### config.mk
export PLATFORM = sky130hd
export DESIGN_NAME = multicycle_control_unit
export DESIGN_NICKNAME = d
export VERILOG_FILES = /design/src/rtl/multicycle_control_unit.sv
export SDC_FILE = /design/constraint.sdc
export NUM_CORES = 1
export LEC_CHECK = 0
export BUFFER_PORTS_ARGS = -buffer_cell sky130_fd_sc_hd__buf_2
export CORE_AREA = 2 2 50 47
export DETAILED_ROUTE_END_ITERATION = 10
export DIE_AREA = 0 0 52 49
export GPL_TIMING_DRIVEN = 0
export PLACE_DENSITY = 0.89
export SYNTH_ARGS = -nofsm -noshare
export SYNTH_HDL_FRONTEND = slang
export SYNTH_SLANG_ARGS = --single-unit
### constraint.sdc
create_clock -name clk -period 4.8 [get_ports clk]
set_input_delay 0.24 -clock clk [delete_from_list [all_inputs] [get_ports clk]]
set_output_delay 0.24 -clock clk [all_outputs]
set_load 0.01 [all_outputs]
### src/rtl/multicycle_control_unit.sv
// ---------------------------------------------------------------------------
// | Module   : multicycle_control_unit                                      |
// | Purpose  : Main control FSM for the multi-cycle MIPS datapath.          |
// | Revision : 1.0  initial release                                         |
// ---------------------------------------------------------------------------
`default_nettype none

module multicycle_control_unit #(
  parameter int unsigned TIMEOUT_CYCLES = 15
) (
  input  logic       clk,
  input  logic       reset,
  input  logic [5:0] opcode,
  input  logic       zero,
  input  logic       mem_ready,
  output logic       pc_write,
  output logic       pc_write_cond,
  output logic       i_or_d,
  output logic       mem_read,
  output logic       mem_write,
  output logic       ir_write,
  output logic       mem_to_reg,
  output logic       reg_dst,
  output logic       reg_write,
  output logic       alu_src_a,
  output logic [1:0] alu_src_b,
  output logic [1:0] pc_source,
  output logic [2:0] alu_op,
  output logic       illegal_op,
  output logic       mem_timeout,
  output logic [3:0] state
);

  localparam int unsigned CW = $clog2(TIMEOUT_CYCLES + 1);
  localparam logic [CW-1:0] CNT_LIM = CW'(TIMEOUT_CYCLES - 1);

  localparam logic [5:0] OP_R    = 6'b000000;
  localparam logic [5:0] OP_ADDI = 6'b001000;
  localparam logic [5:0] OP_ORI  = 6'b001101;
  localparam logic [5:0] OP_LW   = 6'b100011;
  localparam logic [5:0] OP_SW   = 6'b101011;
  localparam logic [5:0] OP_BEQ  = 6'b000100;
  localparam logic [5:0] OP_J    = 6'b000010;

  typedef enum logic [3:0] {
    S_FETCH     = 4'd0,
    S_DECODE    = 4'd1,
    S_MEM_ADDR  = 4'd2,
    S_MEM_READ  = 4'd3,
    S_MEM_WB    = 4'd4,
    S_MEM_WRITE = 4'd5,
    S_EXEC_R    = 4'd6,
    S_R_WB      = 4'd7,
    S_EXEC_I    = 4'd8,
    S_I_WB      = 4'd9,
    S_BRANCH    = 4'd10,
    S_JUMP      = 4'd11
  } state_t;

  state_t        state_q, state_d;
  logic [5:0]    op_q, op_d;
  logic [CW-1:0] cnt_q, cnt_d;
  logic          w_waiting;

  // The PC-load decision on zero is made in the datapath from pc_write_cond.
  logic w_unused_zero;
  assign w_unused_zero = zero;

  always_ff @(posedge clk) begin
    if (reset) begin
      state_q <= S_FETCH;
      op_q    <= '0;
      cnt_q   <= '0;
    end else begin
      state_q <= state_d;
      op_q    <= op_d;
      cnt_q   <= cnt_d;
    end
  end

  always_comb begin
    state_d       = state_q;
    op_d          = op_q;
    cnt_d         = '0;
    w_waiting     = 1'b0;
    pc_write      = 1'b0;
    pc_write_cond = 1'b0;
    i_or_d        = 1'b0;
    mem_read      = 1'b0;
    mem_write     = 1'b0;
    ir_write      = 1'b0;
    mem_to_reg    = 1'b0;
    reg_dst       = 1'b0;
    reg_write     = 1'b0;
    alu_src_a     = 1'b0;
    alu_src_b     = 2'b00;
    pc_source     = 2'b00;
    alu_op        = 3'b100;
    illegal_op    = 1'b0;
    mem_timeout   = 1'b0;

    case (state_q)
      S_FETCH: begin
        mem_read  = 1'b1;
        alu_src_b = 2'b01;
        if (mem_ready) begin
          pc_write = 1'b1;
          ir_write = 1'b1;
          state_d  = S_DECODE;
        end else begin
          w_waiting = 1'b1;
        end
      end
      S_DECODE: begin
        alu_src_b = 2'b11;
        op_d      = opcode;
        case (opcode)
          OP_R:          state_d = S_EXEC_R;
          OP_ADDI,
          OP_ORI:        state_d = S_EXEC_I;
          OP_LW, OP_SW:  state_d = S_MEM_ADDR;
          OP_BEQ:        state_d = S_BRANCH;
          OP_J:          state_d = S_JUMP;
          default: begin
            illegal_op = 1'b1;
            state_d    = S_FETCH;
          end
        endcase
      end
      S_MEM_ADDR: begin
        alu_src_a = 1'b1;
        alu_src_b = 2'b10;
        state_d   = (op_q == OP_SW) ? S_MEM_WRITE : S_MEM_READ;
      end
      S_MEM_READ: begin
        mem_read = 1'b1;
        i_or_d   = 1'b1;
        if (mem_ready) state_d = S_MEM_WB;
        else           w_waiting = 1'b1;
      end
      S_MEM_WB: begin
        reg_write  = 1'b1;
        mem_to_reg = 1'b1;
        state_d    = S_FETCH;
      end
      S_MEM_WRITE: begin
        mem_write = 1'b1;
        i_or_d    = 1'b1;
        if (mem_ready) state_d = S_FETCH;
        else           w_waiting = 1'b1;
      end
      S_EXEC_R: begin
        alu_src_a = 1'b1;
        alu_op    = 3'b111;
        state_d   = S_R_WB;
      end
      S_R_WB: begin
        reg_write = 1'b1;
        reg_dst   = 1'b1;
        state_d   = S_FETCH;
      end
      S_EXEC_I: begin
        alu_src_a = 1'b1;
        alu_src_b = 2'b10;
        alu_op    = (op_q == OP_ORI) ? 3'b101 : 3'b100;
        state_d   = S_I_WB;
      end
      S_I_WB: begin
        reg_write = 1'b1;
        state_d   = S_FETCH;
      end
      S_BRANCH: begin
        alu_src_a     = 1'b1;
        alu_op        = 3'b110;
        pc_write_cond = 1'b1;
        pc_source     = 2'b01;
        state_d       = S_FETCH;
      end
      S_JUMP: begin
        pc_write  = 1'b1;
        pc_source = 2'b10;
        state_d   = S_FETCH;
      end
      default: state_d = S_FETCH;
    endcase

    // Stored count tops out at TIMEOUT_CYCLES-1; the limiting cycle aborts instead of counting.
    if (w_waiting) begin
      if (cnt_q == CNT_LIM) begin
        mem_timeout = 1'b1;
        state_d     = S_FETCH;
      end else begin
        cnt_d = cnt_q + CW'(1);
      end
    end
  end

  assign state = state_q;

endmodule

`default_nettype wire

==> metrics.cfg <==
[drt]
drc = 0
vias = 1096
via_per_inst = 5.54
detail_route.wl_per_cell_um = 12.8
dr.pass1.iters = 4
ant_nets = 0
first_iter_violations = 41
wl_um = 2530

[synth]
yosysWarnings = 0
syn_nets = 152
synth_seq_area_share_pct = 27.5
synth_edf_count = 0
synth_area_leaders = dfxtp_1 28%, nor2_1 9.2%, a21oi_1 6.4%
synth_top_area_share_pct = 27.5
yosys_register_bits = 14
synth_ff_type = dfxtp_1
syn-cell-area_um2 = 1020
synthCells = 140
synth_top_cell_by_area = dfxtp_1
ys_types = 39
postSynth.asyncResetShare_pct = 0
syn_avg_cell_area_um2 = 7.27

[layout]
area_growth_pct = 19.3
fillers = 203
post-route-util_pct = 58.9
layout_commonest_cell = buf_2
final_cell_area_um2 = 1210
drive_gt1_share_pct = 25.7
ff_latch_area_um2 = 280
n_antenna_cell = 0
final_cell_mix = 31 x buf_2, 25 x nor2_1, 15 x nand2_1
fin_nets = 185
multi_input_area_um2 = 656

[critical_path]
critical_path.top_delay_family = simple AND/OR/NAND/NOR gates
reg2reg_to = state[2]
r2r-start = state[3]
path_cells = buf_6 -> nand2b_1 -> nor3_1 -> o21ai_0 -> a21oi_1 -> buf_2
cp-start-kind = register
cp_slowest_cell = nor3_1
crit_type = register to output pin
cp.arrival_ps = 1940
path_buf_inv = 2
cp.depth = 6
path_max_fanout = 10
cp-end-kind = output pin
critPathMaxStageDelay_ps = 530
required_ps = 4560
r2r_cells = 6
reg2reg_slack_ps = 3060

[sta]
finalMaxSlewViolations = 0
setup_ws_ps = 2620
fin_tns_setup_ps = 0
skew_ps = 6.87
timing.fmax_mhz = 458
hold_viol = 0
worstMarginPinSlew_ps = 651
rsz0062_at_grt = false
fin_crit_sh_pct = 45.5
fin_crit_ps = 2180
timing.slew.headroom_pct = 56.3
setup_violations = 0

[global_routing]
grt_pass1_wl_um = 4040
grt_max_degree = 11
antenna_found_initial = 0
grt_pass1_vias = 929
gr-usage-all-layers_pct = 20.8
overflow = 0

[cts]
cts_max_level = 1
cts_resized = 0
hold_buffers = 0
cts_buffer_depth = 2
clockRootBuffer = clkbuf_4
cts_setup_buffers = 0
cts_tree = yes
clock-sinks = 14
numCtsBuffers = 3
path_clk_slew_ps = 70
insertion_delay_ps = 270

[floorplan]
fp.coreArea_um2 = 2060
initial_core_util_pct = 49.4
die-area_um2 = 2550
die_w_um = 52
row_count = 16
die_h_um = 49
io_pins = 33

[place]
placed_cell_area_um2 = 1190
pre_cts_slack_ps = 2940
gp_congestion = 0.875
place_hpwl_um = 1970
portBuffers = 28

[hold_path]
min_to = op_q[0]
hp-start = opcode[0]
hold_depth = 3
hold_class = primary input to register

[pwr]
total_leakage_power_nw = 0.517
powerDensity_nw_per_um2 = 194
peakVddDrop_v = 0.000210

[run]
maxCapViolCount = 0

[run_status]
status = completed

-- routing by layer --
metal  wire [µm]  track usage, %  part of all wire (%)
met2        1150            31.0                    45
met4          52            8.33                   2.1
met3         156            4.91                   6.2
met1        1170            28.4                    46
met5           0               0                     0
-- registers in the layout (all words and copies together) (netlist names) --
signal and cells:
state 4, op_q 6, cnt_q 4
-- cells by family after synthesis --
| logic type | count (synthesis) | share of synthesized area (%) |
|---|---|---|
| other | 1 | 0.368 |
| buffers and inverters | 15 | 8.11 |
| adder cells (fa/ha/maj) | 2 | 2.46 |
| flip-flops | 14 | 27.5 |
| AO/OA/AOI/OAI | 33 | 19.9 |
| AND/OR/NAND/NOR | 70 | 37.3 |
| XOR/XNOR | 5 | 4.30 |
-- cells in the mapped netlist (all sizes together) (3+ instances only) --
| cell | number |
|---|---|
| xnor2 | 4 |
| nand2 | 15 |
| clkbuf | 3 |
| buf | 9 |
| nor2 | 25 |
| dfxtp | 14 |
| nand3b | 3 |
| inv | 3 |
| o21ai | 8 |
| or2 | 3 |
| a2bb2oi | 3 |
| and3 | 3 |
| nor3 | 4 |
| a21oi | 13 |
| nand2b | 4 |
-- layout make-up --
cell class	count	area share, %
clock buffer	3	1.85
multi-input combinational	111	54.0
sequential	14	23.1
tap	27	2.78
inverter	3	0.927
buffer	12	5.87
timing repair buffer	28	11.5
-- worst register-to-register path, cell delays in order (launching register included) --
cell and delay, ps:
dfxtp_1 310, buf_2 170, or4b_4 530, buf_6 160, nor4b_4 240, a32oi_1 110
a21oi_1 160
-- how the worst max path moves through the flow --
stage	from	slack, ps	endpoint
after global routing	state[1]	2380	illegal_op
final	state[1]	2620	illegal_op
after global placement	state[1]	2960	illegal_op
after detailed placement	state[1]	2940	illegal_op
after floorplan	state[1]	3130	illegal_op
after CTS	state[1]	2620	illegal_op
-- power by group --
part	switching (W)	leakage [nW]	internal, W
logic	0.0000293	0.389	0.0000210
registers	0.00000335	0.114	0.000120
clock network	0.0000324	0.0138	0.0000291
total	0.0000651	0.517	0.000170
-- per-stage QoR --
stage,instances,hold WS [ps],power [W]
finish,198,267,0.000236
global route,198,259,0.000250
CTS,198,259,0.000239
detailed placement,195,450,0.000176
global placement,195,441,0.000174
floorplan,140,376,0.000159
No activity file was read; power rests on OpenSTA's default activity.
